<file path="src/rtl/inst_decode_queue.sv">
// rtl/inst_decode_queue.sv - instruction FIFO between fetch and decode with head-entry field split
module inst_decode_queue #(
    parameter int DEPTH = 4,
    localparam int CNT_W = $clog2(DEPTH) + 1
) (
    input  logic             clk,
    input  logic             rst,
    input  logic             in_valid,
    output logic             in_ready,
    input  logic [31:0]      in_inst,
    input  logic [31:0]      in_pc,
    input  logic             flush,
    output logic             out_valid,
    input  logic             out_ready,
    output logic [5:0]       opcode_out,
    output logic [4:0]       rs_out,
    output logic [4:0]       rt_out,
    output logic [4:0]       rd_out,
    output logic [4:0]       shamt_out,
    output logic [5:0]       funct_out,
    output logic [15:0]      imm_out,
    output logic [31:0]      imm_sext_out,
    output logic [31:0]      pc_plus4_out,
    output logic [31:0]      jump_addr_out,
    output logic             is_rtype_out,
    output logic [CNT_W-1:0] count_out
);

    localparam int PTR_W = $clog2(DEPTH);

    logic [31:0]      r_inst [DEPTH];
    logic [31:0]      r_pc   [DEPTH];
    logic [PTR_W-1:0] r_rd_ptr;
    logic [PTR_W-1:0] r_wr_ptr;
    logic [CNT_W-1:0] r_count;

    logic        w_push;
    logic        w_pop;
    logic [31:0] w_head_inst;
    logic [31:0] w_head_pc4;

    assign in_ready  = (r_count < CNT_W'(DEPTH));
    assign out_valid = (r_count != '0);
    assign count_out = r_count;

    assign w_push = in_valid & in_ready;
    assign w_pop  = out_valid & out_ready;

    // Entry storage has no reset; only pointers and count define what is live.
    always_ff @(posedge clk) begin
        if (w_push && !rst && !flush) begin
            r_inst[r_wr_ptr] <= in_inst;
            r_pc[r_wr_ptr]   <= in_pc;
        end
    end

    always_ff @(posedge clk) begin
        if (rst || flush) begin
            r_rd_ptr <= '0;
            r_wr_ptr <= '0;
            r_count  <= '0;
        end else begin
            if (w_push) begin
                r_wr_ptr <= r_wr_ptr + 1'b1;
            end
            if (w_pop) begin
                r_rd_ptr <= r_rd_ptr + 1'b1;
            end
            case ({w_push, w_pop})
                2'b10:   r_count <= r_count + 1'b1;
                2'b01:   r_count <= r_count - 1'b1;
                default: r_count <= r_count;
            endcase
        end
    end

    assign w_head_inst = r_inst[r_rd_ptr];
    assign w_head_pc4  = r_pc[r_rd_ptr] + 32'd4;

    // Decode fields are held at zero while the queue is empty so stale entries never leak.
    always_comb begin
        opcode_out    = '0;
        rs_out        = '0;
        rt_out        = '0;
        rd_out        = '0;
        shamt_out     = '0;
        funct_out     = '0;
        imm_out       = '0;
        imm_sext_out  = '0;
        pc_plus4_out  = '0;
        jump_addr_out = '0;
        is_rtype_out  = 1'b0;
        if (out_valid) begin
            opcode_out    = w_head_inst[31:26];
            rs_out        = w_head_inst[25:21];
            rt_out        = w_head_inst[20:16];
            rd_out        = w_head_inst[15:11];
            shamt_out     = w_head_inst[10:6];
            funct_out     = w_head_inst[5:0];
            imm_out       = w_head_inst[15:0];
            imm_sext_out  = {{16{w_head_inst[15]}}, w_head_inst[15:0]};
            pc_plus4_out  = w_head_pc4;
            jump_addr_out = {w_head_pc4[31:28], w_head_inst[25:0], 2'b00};
            is_rtype_out  = (w_head_inst[31:26] == 6'b000000);
        end
    end

endmodule

</file>
<file path="config.mk">
export PLATFORM = sky130hd
export DESIGN_NAME = inst_decode_queue
export DESIGN_NICKNAME = d
export VERILOG_FILES = /design/src/rtl/inst_decode_queue.sv
export SDC_FILE = /design/constraint.sdc
export NUM_CORES = 1
export LEC_CHECK = 0
export BUFFER_PORTS_ARGS = -buffer_cell sky130_fd_sc_hd__buf_2
export CORE_ASPECT_RATIO = 1.25
export CORE_MARGIN = 2
export CORE_UTILIZATION = 55
export CTS_BUF_LIST = sky130_fd_sc_hd__clkbuf_4 sky130_fd_sc_hd__clkbuf_8 sky130_fd_sc_hd__clkbuf_16
export DETAILED_ROUTE_END_ITERATION = 16
export GPL_ROUTABILITY_DRIVEN = 0
export PLACE_DENSITY_LB_ADDON = 0.08
export SLEW_MARGIN = 20
export SYNTH_ARGS = -nofsm -noshare
export SYNTH_HDL_FRONTEND = slang
export SYNTH_SLANG_ARGS = --single-unit
</file>
<file path="constraint.sdc">
create_clock -name clk -period 3.9 [get_ports clk]
set_input_delay 0.585 -clock clk [delete_from_list [all_inputs] [get_ports clk]]
set_output_delay 0.585 -clock clk [all_outputs]
set_load 0.02 [all_outputs]
</file>
== After elaboration in Yosys (flattened, before gate mapping) ==
Memory sizes are Yosys's and may differ from the RTL's. A register that Yosys moved wholly into a read port is not among the register bits.
Cells that the tools add are included.
Storage, ports and cells
  memories kept: 2
  register bits: 7
  RAM bits: 256
  output and inout bits: 150
  bits of input ports: 69
  logic and storage cells: 41
Cells by class
  bitwise operators: 2
  equality and inequality tests: 2
  muxes and demuxes: 18
  reductions and logical operators: 8
  $add $sub $neg: 5
  order comparisons: 1
Memory list
  r_inst: depth 4, width 32, read ports 1, clocked after Yosys merged registers in 1, wr ports 1, RTL line 31  | logic [31:0] r_inst [DEPTH];
  r_pc: depth 4, width 32, read ports 1, clocked after Yosys merged registers in 1, wr ports 1, RTL line 32  | logic [31:0] r_pc [DEPTH];
Operators by type and width (number)
  32-bit two-way mux: 3
  32-bit by 3-bit adder with 32-bit output, second input constant: 1
  5-bit two-way mux: 4
  16-bit two-way mux: 1
  6-bit two-way mux: 2
  2-bit two-way mux: 4
  6-bit logical NOT: 1
  3-bit case mux with 2 select lines: 1
  2-bit by 1-bit adder with 2-bit output, second input constant: 2
  3-bit by 1-bit adder with 3-bit output, second input constant: 1
  3-bit less-than comparator, second input constant: 1
  1-bit two-way mux: 3
  3-bit nonzero test: 1
  3-bit by 1-bit subtractor with 3-bit output, second input constant: 1
  1-bit bitwise AND: 2
  2-bit by 1-bit == test with 1-bit output, second input constant: 1
  2-bit == test, second input constant: 1
  1-bit logical AND: 2
  1-bit logical NOT: 2
  2-bit nonzero test: 1
  1-bit logical OR: 1

== Depth between registers and ports, before layout ==
  word-level depth: 6
  depth in mapped cells: 9
  gate-level depth less buffers: 9

== Least setup slack after synthesis ==
Ideal clock, no wire load.
  kind: register to output
  start: register (tool-made name)
  end: output pc_plus4_out[31]
  cell stages (with the launch flop): 10
  arrival time: 2466 ps
  required time: 3315 ps
  path slack: 849 ps
  path through: dfxtp_1 buf_6 buf_12 buf_6 mux4_2 and3_1 nand4_1 nor4_1 mux2i_1 buf_4
RTL lines
  end, declared: RTL line 23  | output logic [31:0] pc_plus4_out,

==> impl_metrics.toml <==
[sta]
max_freq_mhz = 270
whs_ns = 0.279
slew_viol_final = 0
maxSlewHeadroom = 0.582
finalSetupTns_ns = 0
hold_viol = 0
fin_worst_skew_ns = 0.0177
fin_crit_sh = 0.949
setup_viol = 0
rsz0062_at_grt = "no"
fin_crit_ns = 3.70
tightest_slew_ns = 0.626

[synth]
synthAdderAreaFrac = 0.00830
yosys_warnings = 0
synth-main-ff-cell = "edfxtp_1"
synth_top_cell_area_share = 0.671
synthMuxAreaShare = 0.137
async_flop_share = 0
yosysMostFrequentCell = "edfxtp_1"
syn_inst = 650
synth.yosys.seq_area_share = 0.687
synth_seq_cells = 265
synth_top_family_by_area = "multiplexers"
yosys.area_share.xor_xnor = 0.0138
synth-edff-count = 256
yosysTopAreaCell = "edfxtp_1"
yosys-top-cells-count = "256 x edfxtp_1, 82 x buf_4, 50 x mux4_2, 37 x and2_1, 29 x nor2_1"
avgSynthCellArea_um2 = 17.6
synth_area_leaders = "edfxtp_1 67%, mux4_2 9.8%, buf_4 5.4%, mux4_1 3.2%, and2_1 2.0%"
synthSimpleGateAreaFrac = 0.0736
syn_area_um2 = 11500
synth_cell_types = 40
synth_compound_area_frac = 0.0102

[clock_tree]
cts-htree-levels = 1
cts_buffers = 27
root_buffer = "clkbuf_16"
path_clk_slew_ns = 0.06
clock_sinks = 265
worst_skew_pair.late_latency_ns = 0.52
postCtsHoldBufs = 0
clock_path_buffers = 3
cts_tree = "built"

[finish]
nNetsFinal = 880
area_growth_pct = 15.5
drive_above_1_share = 0.422

[global_route]
grt_pass1_wl_um = 34400
grt_pass1_vias = 6209
met1_usage = 0.255
grt-ovfl-total = 0
grt-busiest-layer = "met2"
grt_usage = 0.205
grtUsageMet3 = 0.0369
grt_util_met2 = 0.368
grt_max_degree = 65
antenna_found_initial = 3

[flow_run]
maxCapViolCount = 0

[critical_path]
critPathArrivalTime_ns = 3.12
cp_max_fo = 12
worstReg2RegStart = "count_out[2]"
endpoint_kind = "primary output"
startpoint_type = "register"
worstPathRequired_ns = 3.31
path_class = "register to primary output"

[drt]
wirelength_um = 22700
drc = 0
vias_per_cell = 5.57
drtPass1Iterations = 6
vias = 6110
drt_iter0_drc = 348
antenna_left = 0
detail_route.wl_per_cell_um = 20.7

[floorplan]
ioPinCount = 219
rows = 59
die-area_um2 = 22000
initial_core_util = 0.554
die_w_um = 133
fp.dieH_um = 165
core_um2 = 20700

[worst_hold_path]
hold_class = "input port to register"
hp-start = "in_inst[11]"

[pwr]
finalPower_mw = 6.14
power.leakage_nw = 4.84
power_density_nw_per_um2 = 464
peakVddDrop_uv = 432

[outcome]
status = "finished, final reports clean"

[placement]
portBuffers = 216
dp_hpwl_um = 14500
-- placed cells by master (no fill, tap or decap), types with 9 or more instances in the layout --
| cell type | netlist | final |
|---|---|---|
| inv_1 | 10 | 10 |
| nand3_1 | 10 | 10 |
| and2_1 | 37 | 37 |
| buf_4 | 82 | 9 |
| mux4_1 | 14 | 14 |
| nand2_1 | 22 | 22 |
| edfxtp_1 | 256 | 256 |
| buf_2 | 7 | 216 |
| mux4_2 | 50 | 50 |
| xnor2_1 | 12 | 12 |
| clkbuf_16 | 0 | 27 |
| nor2_1 | 29 | 29 |
-- layer usage --
metal,part of all wire,wire [um],vias up
li1,-,-,2762
met1,0.39,8740,3019
met2,0.52,11900,284
met3,0.067,1530,43
met4,0.023,533,2
met5,0.00048,11,-
-- sequential cells by signal (all words and copies together) (netlist names), named ones only --
register,cells
r_wr_ptr,2
count_out,3
r_rd_ptr,2
r_inst,128
r_pc,128
-- per-stage QoR --
stage / cell area [um2] / cells / worst slack [ns] / utilization
floorplan: 11500 / 651 / 0.849 / -
global placement: 12300 / 1045 / 0.662 / 0.594
detailed placement: 12300 / 1045 / 0.601 / 0.594
CTS: 13200 / 1092 / 0.0306 / 0.637
global route: 13200 / 1097 / 0.0483 / 0.640
finish: 13200 / 1097 / 0.199 / 0.640
-- worst paths after layout --
| check | to | slack (ns) | depth (start not counted) |
|---|---|---|---|
| max | pc_plus4_out[28] | 0.20 | 7 |
| min | r_inst[1][11] | 0.28 | 1 |
| max reg2reg | count_out[2] | 1.44 | 9 |
| min reg2reg | r_rd_ptr[0] | 0.56 | 2 |
-- worst max-delay path, stage by stage (launching register included) --
cell and delay (ns):
dfxtp_2 0.49, buf_4 0.22, mux4_1 0.33, and3_1 0.38, nand3_1 0.26, nor4_1 0.44
mux2i_1 0.28, buf_2 0.20
-- timing repair --
action,4_1_cts,5_1_grt
resized for setup,0,5
setup endpoints to repair,0,7
hold endpoints to repair,0,0
setup buffers,0,4
-- layout make-up --
class / instances / area (um2)
flip-flops and latches: 265 / 7870
fillers: 1521 / 7440
multi-input cells: 269 / 2820
repair buffers: 231 / 1280
clock buffers: 38 / 777
well taps: 274 / 343
clock inverters: 9 / 101
inverters: 10 / 37.5
diodes: 1 / 2.50
-- where the power goes --
part	internal (mW)	leakage, nW	switching [mW]
registers	3.15	2.39	0.00944
logic	0.165	2.01	0.307
clock network	1.52	0.442	0.990
total	4.84	4.84	1.31
-- logic make-up (layout without fill, tap and decap cells) --
kind of cell,count (synthesis),after routing
adder cells (fa/ha/maj),7,7
buffers and inverters,117,288
multiplexers,72,72
flip-flops,265,265
AND/OR/NAND/NOR,152,152
other,1,3
AO/OA/AOI/OAI,18,18
XOR/XNOR,18,18
(Power assumes the default switching activity.)
